[config.mk]
export PLATFORM = sky130hd
export DESIGN_NAME = fifo_ram_arbiter
export DESIGN_NICKNAME = d
export VERILOG_FILES = /design/src/rtl/fifo_ctrl_pkg.sv /design/src/rtl/rr_arbiter2.sv /design/src/rtl/fifo_ram_arbiter.sv
export SDC_FILE = /design/constraint.sdc
export NUM_CORES = 1
export LEC_CHECK = 0
export ABC_CLOCK_PERIOD_IN_PS = 3850
export CAP_MARGIN = 20
export CORE_MARGIN = 2
export CORE_UTILIZATION = 50
export CTS_BUF_LIST = sky130_fd_sc_hd__clkbuf_8
export DETAILED_ROUTE_END_ITERATION = 8
export PLACE_DENSITY_LB_ADDON = 0.1
export RECOVER_POWER = 50
export SLEW_MARGIN = 20
export SYNTH_ARGS = -nofsm -noshare
export SYNTH_HDL_FRONTEND = slang
export SYNTH_SLANG_ARGS = --single-unit
[constraint.sdc]
create_clock -name clock -period 3.85 [get_ports clock]
set_input_delay 0.77 -clock clock [delete_from_list [all_inputs] [get_ports clock]]
set_output_delay 0.77 -clock clock [all_outputs]
set_load 0.03 [all_outputs]
[src/rtl/fifo_ctrl_pkg.sv]
// Shared definitions for the fifo_ram access sequencer: FSM encoding,
// size defaults and the one-hot grant codes used by the round-robin arbiters.
package fifo_ctrl_pkg;

  localparam int DATA_WIDTH_DEF  = 8;
  localparam int DEPTH_DEF       = 16384;
  localparam int LEVEL_WIDTH_DEF = 15;

  typedef enum logic [3:0] {
    ST_IDLE      = 4'd0,
    ST_W_SETUP   = 4'd1,
    ST_W_STROBE  = 4'd2,
    ST_W_HOLD    = 4'd3,
    ST_R_SETUP   = 4'd4,
    ST_R_STROBE  = 4'd5,
    ST_R_HOLD    = 4'd6,
    ST_R_CAPTURE = 4'd7,
    ST_CLEAR     = 4'd8
  } state_e;

  // Requester 0 is the write class / writer A, requester 1 the read class / writer B.
  localparam logic [1:0] GRANT_0 = 2'b01;
  localparam logic [1:0] GRANT_1 = 2'b10;

endpackage

[src/rtl/rr_arbiter2.sv]
// Two-input round-robin arbiter. The pointer names the requester preferred on
// contention and moves to the other one after a grant is taken.
module rr_arbiter2 #(
  parameter bit ALWAYS_FLIP = 1'b1  // 0: pointer only moves when both requested
) (
  input  logic       clock,
  input  logic       reset_n,
  input  logic [1:0] req,
  input  logic       advance,
  output logic [1:0] grant
);

  logic ptr;

  always_comb begin
    // NOTE: every always_comb output gets a default first so no path can infer a latch.
    grant = req;
    if (req == 2'b11) grant = ptr ? 2'b10 : 2'b01;
  end

  // NOTE: clocked state uses non-blocking assignments only; blocking is kept for always_comb.
  always_ff @(posedge clock or negedge reset_n) begin
    if (!reset_n) begin
      ptr <= 1'b0;
    end else if (advance && (ALWAYS_FLIP || req == 2'b11)) begin
      ptr <= grant[0];
    end
  end

endmodule

[src/rtl/fifo_ram_arbiter.sv]
// Sequences the single-port fifo_ram for two writers and one reader: enable
// setup, one-cycle strobe, hold; fair arbitration, fill level and soft clear.
module fifo_ram_arbiter
  import fifo_ctrl_pkg::*;
#(
  parameter int DATA_WIDTH  = DATA_WIDTH_DEF,
  parameter int DEPTH       = DEPTH_DEF,
  parameter int LEVEL_WIDTH = LEVEL_WIDTH_DEF
) (
  input  logic                   clock,
  input  logic                   reset_n,
  input  logic [DATA_WIDTH-1:0]  a_data,
  input  logic                   a_valid,
  output logic                   a_ready,
  input  logic [DATA_WIDTH-1:0]  b_data,
  input  logic                   b_valid,
  output logic                   b_ready,
  input  logic                   rd_req,
  output logic [DATA_WIDTH-1:0]  rd_data,
  output logic                   rd_valid,
  input  logic                   clear,
  output logic [DATA_WIDTH-1:0]  fifo_data_in,
  output logic                   fifo_write,
  output logic                   fifo_read,
  output logic                   fifo_enable,
  output logic                   fifo_reset,
  input  logic [DATA_WIDTH-1:0]  fifo_data_out,
  input  logic                   fifo_full,
  input  logic                   fifo_empty,
  output logic [LEVEL_WIDTH-1:0] level,
  output logic                   busy
);

  localparam logic [LEVEL_WIDTH-1:0] LEVEL_MAX = LEVEL_WIDTH'(DEPTH);

  state_e     state;
  logic       clear_pending;
  logic       wr_elig;
  logic       rd_elig;
  logic       go_clear;
  logic       grant_any;
  logic [1:0] cls_grant;
  logic [1:0] wr_grant;

  // Flags are only looked at in IDLE; by then a finished access has settled them.
  assign wr_elig   = (a_valid | b_valid) & ~fifo_full;
  assign rd_elig   = rd_req & ~fifo_empty;
  assign go_clear  = clear | clear_pending;
  assign grant_any = (state == ST_IDLE) & ~go_clear & (wr_elig | rd_elig);
  assign busy      = (state != ST_IDLE);

  rr_arbiter2 #(.ALWAYS_FLIP(1'b1)) u_class_arb (
    .clock   (clock),
    .reset_n (reset_n),
    .req     ({rd_elig, wr_elig}),
    .advance (grant_any),
    .grant   (cls_grant)
  );

  rr_arbiter2 #(.ALWAYS_FLIP(1'b0)) u_writer_arb (
    .clock   (clock),
    .reset_n (reset_n),
    .req     ({b_valid, a_valid}),
    .advance (grant_any && cls_grant == GRANT_0),
    .grant   (wr_grant)
  );

  always_ff @(posedge clock or negedge reset_n) begin
    if (!reset_n) begin
      state         <= ST_IDLE;
      clear_pending <= 1'b0;
      a_ready       <= 1'b0;
      b_ready       <= 1'b0;
      rd_data       <= '0;
      rd_valid      <= 1'b0;
      fifo_data_in  <= '0;
      fifo_write    <= 1'b0;
      fifo_read     <= 1'b0;
      fifo_enable   <= 1'b0;
      fifo_reset    <= 1'b0;
      level         <= '0;
    end else begin
      a_ready    <= 1'b0;
      b_ready    <= 1'b0;
      rd_valid   <= 1'b0;
      fifo_write <= 1'b0;
      fifo_read  <= 1'b0;
      fifo_reset <= 1'b0;

      // A clear seen mid-access waits for the access to finish.
      if (clear && state != ST_IDLE && state != ST_CLEAR) clear_pending <= 1'b1;

      case (state)
        ST_IDLE: begin
          if (go_clear) begin
            state         <= ST_CLEAR;
            clear_pending <= 1'b0;
            fifo_reset    <= 1'b1;
            fifo_enable   <= 1'b0;
            level         <= '0;
          end else if (grant_any && cls_grant == GRANT_0) begin
            state       <= ST_W_SETUP;
            fifo_enable <= 1'b1;
            if (wr_grant == GRANT_1) begin
              fifo_data_in <= b_data;
              b_ready      <= 1'b1;
            end else begin
              fifo_data_in <= a_data;
              a_ready      <= 1'b1;
            end
          end else if (grant_any && cls_grant == GRANT_1) begin
            state       <= ST_R_SETUP;
            fifo_enable <= 1'b1;
          end
        end
        ST_W_SETUP: begin
          state      <= ST_W_STROBE;
          fifo_write <= 1'b1;
        end
        ST_W_STROBE: begin
          state <= ST_W_HOLD;
          if (level != LEVEL_MAX) level <= level + 1'b1;
        end
        ST_W_HOLD: begin
          state       <= ST_IDLE;
          fifo_enable <= 1'b0;
        end
        ST_R_SETUP: begin
          state     <= ST_R_STROBE;
          fifo_read <= 1'b1;
        end
        ST_R_STROBE:  state <= ST_R_HOLD;
        ST_R_HOLD:    state <= ST_R_CAPTURE;
        ST_R_CAPTURE: begin
          state       <= ST_IDLE;
          rd_data     <= fifo_data_out;
          rd_valid    <= 1'b1;
          fifo_enable <= 1'b0;
          if (level != '0) level <= level - 1'b1;
        end
        ST_CLEAR:     state <= ST_IDLE;
        default: begin
          state       <= ST_IDLE;
          fifo_enable <= 1'b0;
        end
      endcase
    end
  end

endmodule

==> results.cfg, run 1 <==
[outcome]
status = complete, but fails checks
violations = capacitance limit, slew limit

[sta]
setup_viol = 0
min_period_over_period_pct = 81.7
hold_ws_ps = 477
worst_slew_pin_slew_ps = 2390
clock.fmax_mhz = 318
hold_viol = 0
post-route-min-period_ps = 3150
grt_setup_unrepaired = no
finClkSkew_ps = 3.81
fin_tns_setup_ps = 0
setup_slack_ps = 703
slew_viol_final = 46
slew-limit-headroom_pct = -59.6

[cts]
hold_buffers = 0
worst_skew_pair.late_latency_ps = 300
clockBufferDepth = 2
cts_tree = done
cts_resized = 0
cts_setup_buffers = 0
root_buffer = clkbuf_8
cts-htree-levels = 2
clkSlewWorstSetupHoldPaths_ps = 90
cts_buffers = 5
cts.sinks = 45

[global_route]
gr-total-overflow = 0
gr-usage-all-layers_pct = 23.1
grt_pass1_wl_um = 10000
grt_max_degree = 46
grt_pass1_vias = 2157
antenna_found_initial = 0

[worst_hold_path]
hold_class = flip-flop to flip-flop
hold_depth = 2
hold_start = rd_data[1]$_DFFE_PN0N_
hold_path_end = rd_data[1]$_DFFE_PN0N_

[setup_path]
path_class = flip-flop to flip-flop
arrival_ps = 3380
end_kind = flip-flop
rr_startpoint = state[3]$_DFFE_PN0P_
crit_fanout = 16
rrSetupSlack_ps = 700
cp-start-kind = flip-flop
regToRegEndpoint = level[8]$_DFFE_PN0P_
cp.required_ps = 4080
reg2regPathDepth = 9

[place]
place_ws_ps = 740
portBuffers = 70
placedCellCount = 411
hpwlAfterDp_um = 4260
gp_congestion = 0.902

[flow_run]
maxCapViolations = 1

[floorplanning]
start_util_pct = 52.8
die-area_um2 = 5640
core-area_um2 = 4790
ios = 71
die_x_um = 75.1
fp.dieH_um = 75.1
rows = 25

[logic_synthesis]
ys.flop_type = dfrtp_1
yosysWarnings = 0
ys_ff_latch = 45
synth-seq-area-share_pct = 44.6
synth_nets = 321
avgSynthCellArea_um2 = 8.80
synth_edf_count = 0
synthDistinctLibCells = 55
synthArstFlopShare_pct = 100
synth_area_um2 = 2530
syn_inst = 287

[drt]
drt_first_iter_violations = 163
route.vias.total = 2354
drtAntennaViolNets = 0
drt_wl_total_um = 6050
avgViaCountPerCell = 5.62
wl_per_cell_um = 14.4
drc = 0
firstDrtPassIters = 4

[cells_and_area]
final_cell_count_no_fill = 419
area_growth_syn_to_layout_pct = 32.3
final_common_cell = clkdlybuf4s50_1
fin_util_pct = 69.9
seq_area_um2 = 1130
nets = 385
antenna_cells = 0
multi_input_area_um2 = 1290
fill_cells = 397
drive_gt1_share_pct = 5.11
final_cell_mix = 65 x clkdlybuf4s50_1, 45 x dfrtp_1, 38 x nand2_1

[power]
leakagePower_nw = 1.44
power_density_nw_per_um2 = 604
irDropWorstVdd_mv = 0.426
[through the flow]
stage | area (um^2) | total power [mW]
after floorplan | 2530 | 1.37
after global placement | 3260 | 1.73
after detailed placement | 3260 | 1.74
after CTS | 3340 | 2.03
after global routing | 3340 | 2.14
final | 3340 | 2.02
[cell type report]
type	instances	share of cell area (%)
Multi-Input combinational cell	217	38.6
Clock inverter	3	0.449
Inverter	7	0.786
Timing Repair Buffer	75	21.9
Clock buffer	5	2.06
Tap cell	67	2.51
Sequential cell	45	33.7
[power breakdown]
group	leakage [nW]	switching (mW)	internal, mW	total, mW
Sequential	0.553	0.128	0.612	0.741
Combinational	0.841	0.574	0.415	0.989
Clock	0.0467	0.166	0.123	0.290
Total	1.44	0.869	1.15	2.02
[Yosys cell counts (3+ instances only)]
cell type	instances	share of area [%]
a21o_1	3	0.89
a21oi_1	22	4.4
a31oi_1	4	0.99
buf_2	6	1.2
clkbuf_1	8	1.2
dfrtp_1	45	45
inv_1	7	1.0
mux2i_1	11	4.4
nand2_1	38	5.6
nand2b_1	3	0.74
nand3_1	5	0.99
nand4_1	4	0.99
nor2_1	36	5.3
nor3_1	9	1.8
nor4_1	6	1.5
nor4b_1	3	1.0
o21ai_0	17	3.4
or3_1	4	0.99
xnor2_1	7	2.4
[worst max-delay path by stage]
stage | start | to | slack [ps] | cells after the start
after floorplan | state[2]$_DFFE_PN0P_ | level[8]$_DFFE_PN0P_ | 780 | 12
after global placement | state[3]$_DFFE_PN0P_ | level[8]$_DFFE_PN0P_ | 840 | 9
after detailed placement | state[3]$_DFFE_PN0P_ | level[8]$_DFFE_PN0P_ | 740 | 9
after CTS | state[3]$_DFFE_PN0P_ | level[8]$_DFFE_PN0P_ | 720 | 9
after global routing | state[3]$_DFFE_PN0P_ | level[8]$_DFFE_PN0P_ | 470 | 9
final | state[3]$_DFFE_PN0P_ | level[8]$_DFFE_PN0P_ | 700 | 9
[logic make-up (layout without fill, tap and decap cells)]
logic type / Yosys count / in the layout / share of synthesized area, %
AND/OR/NAND/NOR: 128 / 128 / 25.7
AO/OA/AOI/OAI: 67 / 67 / 16.9
flip-flops: 45 / 45 / 44.6
buffers and inverters: 25 / 90 / 4.31
multiplexers: 11 / 11 / 4.36
XOR/XNOR: 9 / 9 / 3.12
adder cells (fa/ha/maj): 2 / 2 / 0.990
[sequential cells by signal, indices dropped and copies added (netlist names)]
signal	count
fifo_reset	1
rd_data	8
fifo_enable	1
fifo_data_in	8
level	15
fifo_write	1
clear_pending	1
b_ready	1
state	4
u_writer_arb.ptr	1
rd_valid	1
a_ready	1
fifo_read	1
u_class_arb.ptr	1
[routing by layer]
metal / part of all wire, % / global-route usage [%]
met3: 10 / 7.10
met5: 0 / 0
met4: 1.3 / 8.53
met1: 45 / 32.1
met2: 43 / 34.2
[worst max-delay path, stage by stage (launching register included)]
cell and delay, ps:
dfrtp_1 520, nand4b_2 560, xnor2_1 260, ha_1 250, or3_1 350, a21oi_1 170, nor2_1 100, or4b_1 490
a211o_1 300, o21ai_0 60
Note: power is estimated with default switching activity, not from simulation.
==> inputs of run 2 (changes only) <==
--- a/config.mk
+++ b/config.mk
@@ -5,10 +5,10 @@
 export SDC_FILE = /design/constraint.sdc
 export NUM_CORES = 1
 export LEC_CHECK = 0
-export ABC_CLOCK_PERIOD_IN_PS = 3850
+export ABC_CLOCK_PERIOD_IN_PS = 2700
 export CAP_MARGIN = 20
 export CORE_MARGIN = 2
-export CORE_UTILIZATION = 50
+export CORE_UTILIZATION = 45
 export CTS_BUF_LIST = sky130_fd_sc_hd__clkbuf_8
 export DETAILED_ROUTE_END_ITERATION = 8
 export PLACE_DENSITY_LB_ADDON = 0.1
==> constraint.sdc (replaced) <==
create_clock -name clock -period 2.7 [get_ports clock]
set_input_delay 0.54 -clock clock [delete_from_list [all_inputs] [get_ports clock]]
set_output_delay 0.54 -clock clock [all_outputs]
set_load 0.03 [all_outputs]
==> results.cfg, run 2 (synthesized netlist as in run 1, its figures left out) <==
[cts]
cts_buffers = 5
worst_skew_pair.late_latency_ps = 300
cts_setup_buffers = 0
cts.sinks = 45
cts_tree = done
cts-htree-levels = 2
clockBufferDepth = 2
root_buffer = clkbuf_8
clkSlewWorstSetupHoldPaths_ps = 90

[sta]
fin_tns_setup_ps = 0
finClkSkew_ps = 10.1
slew-limit-headroom_pct = 26.3
hold_ws_ps = 479
min_period_over_period_pct = 93.2
grt_setup_unrepaired = no
post-route-min-period_ps = 2520
setup_viol = 0
worst_slew_pin_slew_ps = 1110
clock.fmax_mhz = 398
hold_viol = 0
slew_viol_final = 0

[setup_path]
rr_startpoint = level[9]$_DFFE_PN0P_
cp.required_ps = 2890
end_kind = flip-flop
critical_path.endpoint = level[14]$_DFFE_PN0P_
reg2regPathDepth = 5
rrSetupSlack_ps = 180
crit_start = level[9]$_DFFE_PN0P_
cp-start-kind = flip-flop
arrival_ps = 2700
crit_fanout = 12
path_class = flip-flop to flip-flop
regToRegEndpoint = level[14]$_DFFE_PN0P_

[drt]
wl_per_cell_um = 13.9
drt_first_iter_violations = 140
drtAntennaViolNets = 0
drc = 0
firstDrtPassIters = 4
drt_wl_total_um = 6060
route.vias.total = 2322
avgViaCountPerCell = 5.33

[global_route]
grt_pass1_vias = 2294
gr-usage-all-layers_pct = 21.1
gr-total-overflow = 0
grt_pass1_wl_um = 10500
antenna_found_initial = 0
grt_max_degree = 46

[place]
portBuffers = 70
hpwlAfterDp_um = 4330
gp_congestion = 0.920

[cells_and_area]
antenna_cells = 0
top_regs = level (15), fifo_data_in (8), rd_data (8)
area_growth_syn_to_layout_pct = 38.6
largest_reg_flops = 15
final_cell_mix = 65 x clkdlybuf4s50_1, 45 x dfrtp_1, 38 x nand2_1
regMostFlops = level
fin_util_pct = 64.0
nets = 398
final_common_cell = clkdlybuf4s50_1
drive_gt1_share_pct = 10.2

[power]
leakagePower_nw = 1.53
irDropWorstVdd_mv = 0.432
power_density_nw_per_um2 = 871

[floorplanning]
die_x_um = 78.9
die-area_um2 = 6230
fp.dieH_um = 78.9
ios = 71
start_util_pct = 46.2
rows = 27
core-area_um2 = 5470

[worst_hold_path]
hold_class = flip-flop to flip-flop
hold_depth = 2

[outcome]
status = finished clean

[flow_run]
maxCapViolations = 0
[run 2: routing by layer]
metal / GRT usage (%) / vias to the layer above / part of all wire, %
met2: 34.9 / 71 / 45
li1: - / 1170 / -
met1: 28.2 / 1072 / 49
met4: 6.72 / 0 / 1.4
met3: 3.75 / 9 / 5.3
met5: 0 / - / 0
[run 2: critical path: stages, from the launching register on]
cell and delay (ps):
dfrtp_1 450, or4_4 570, or3_4 370, o31a_1 480
and2_0 230, a221o_1 300
[run 2: per-stage QoR]
stage / worst slack (ps) / power, mW / cells / cell area [um^2]
floorplan: -32.7 / 1.98 / 287 / 2600
global placement: 244 / 2.55 / 429 / 3400
detailed placement: 216 / 2.58 / 429 / 3400
CTS: 9.52 / 3.09 / 436 / 3510
global route: 63.8 / 3.25 / 436 / 3500
finish: 185 / 3.05 / 436 / 3500
[run 2: where the power goes]
| group | internal [mW] | total (mW) | leakage [nW] | switching (mW) |
|---|---|---|---|---|
| clock network | 0.269 | 0.499 | 0.0540 | 0.230 |
| logic | 0.663 | 1.55 | 0.920 | 0.884 |
| registers | 0.874 | 1.01 | 0.553 | 0.132 |
[run 2: repair_timing]
item,CTS,global route
endpoints found under the setup margin,0,1
hold buffers,0,0
gates resized for setup,0,1
[run 2: cell type report]
class	instances	area (um^2)
well taps	72	90.1
clock inverters	2	35.0
multi-input cells	217	1330
fillers	478	1970
repair buffers	88	827
clock buffers	5	68.8
inverters	7	26.3
flip-flops and latches	45	1130
[run 2: worst min path at each step]
stage,slack (ps),endpoint,start
2_1_floorplan,240,a_ready$_DFF_PN0_,reset_n
3_3_place_gp,460,rd_data[4]$_DFFE_PN0N_,rd_data[4]$_DFFE_PN0N_
3_5_place_dp,460,rd_data[6]$_DFFE_PN0N_,rd_data[6]$_DFFE_PN0N_
4_1_cts,330,state[0]$_DFFE_PN0P_,reset_n
5_1_grt,510,u_writer_arb.ptr$_DFFE_PN0P_,u_writer_arb.ptr$_DFFE_PN0P_
6_report,480,rd_data[6]$_DFFE_PN0N_,rd_data[6]$_DFFE_PN0N_
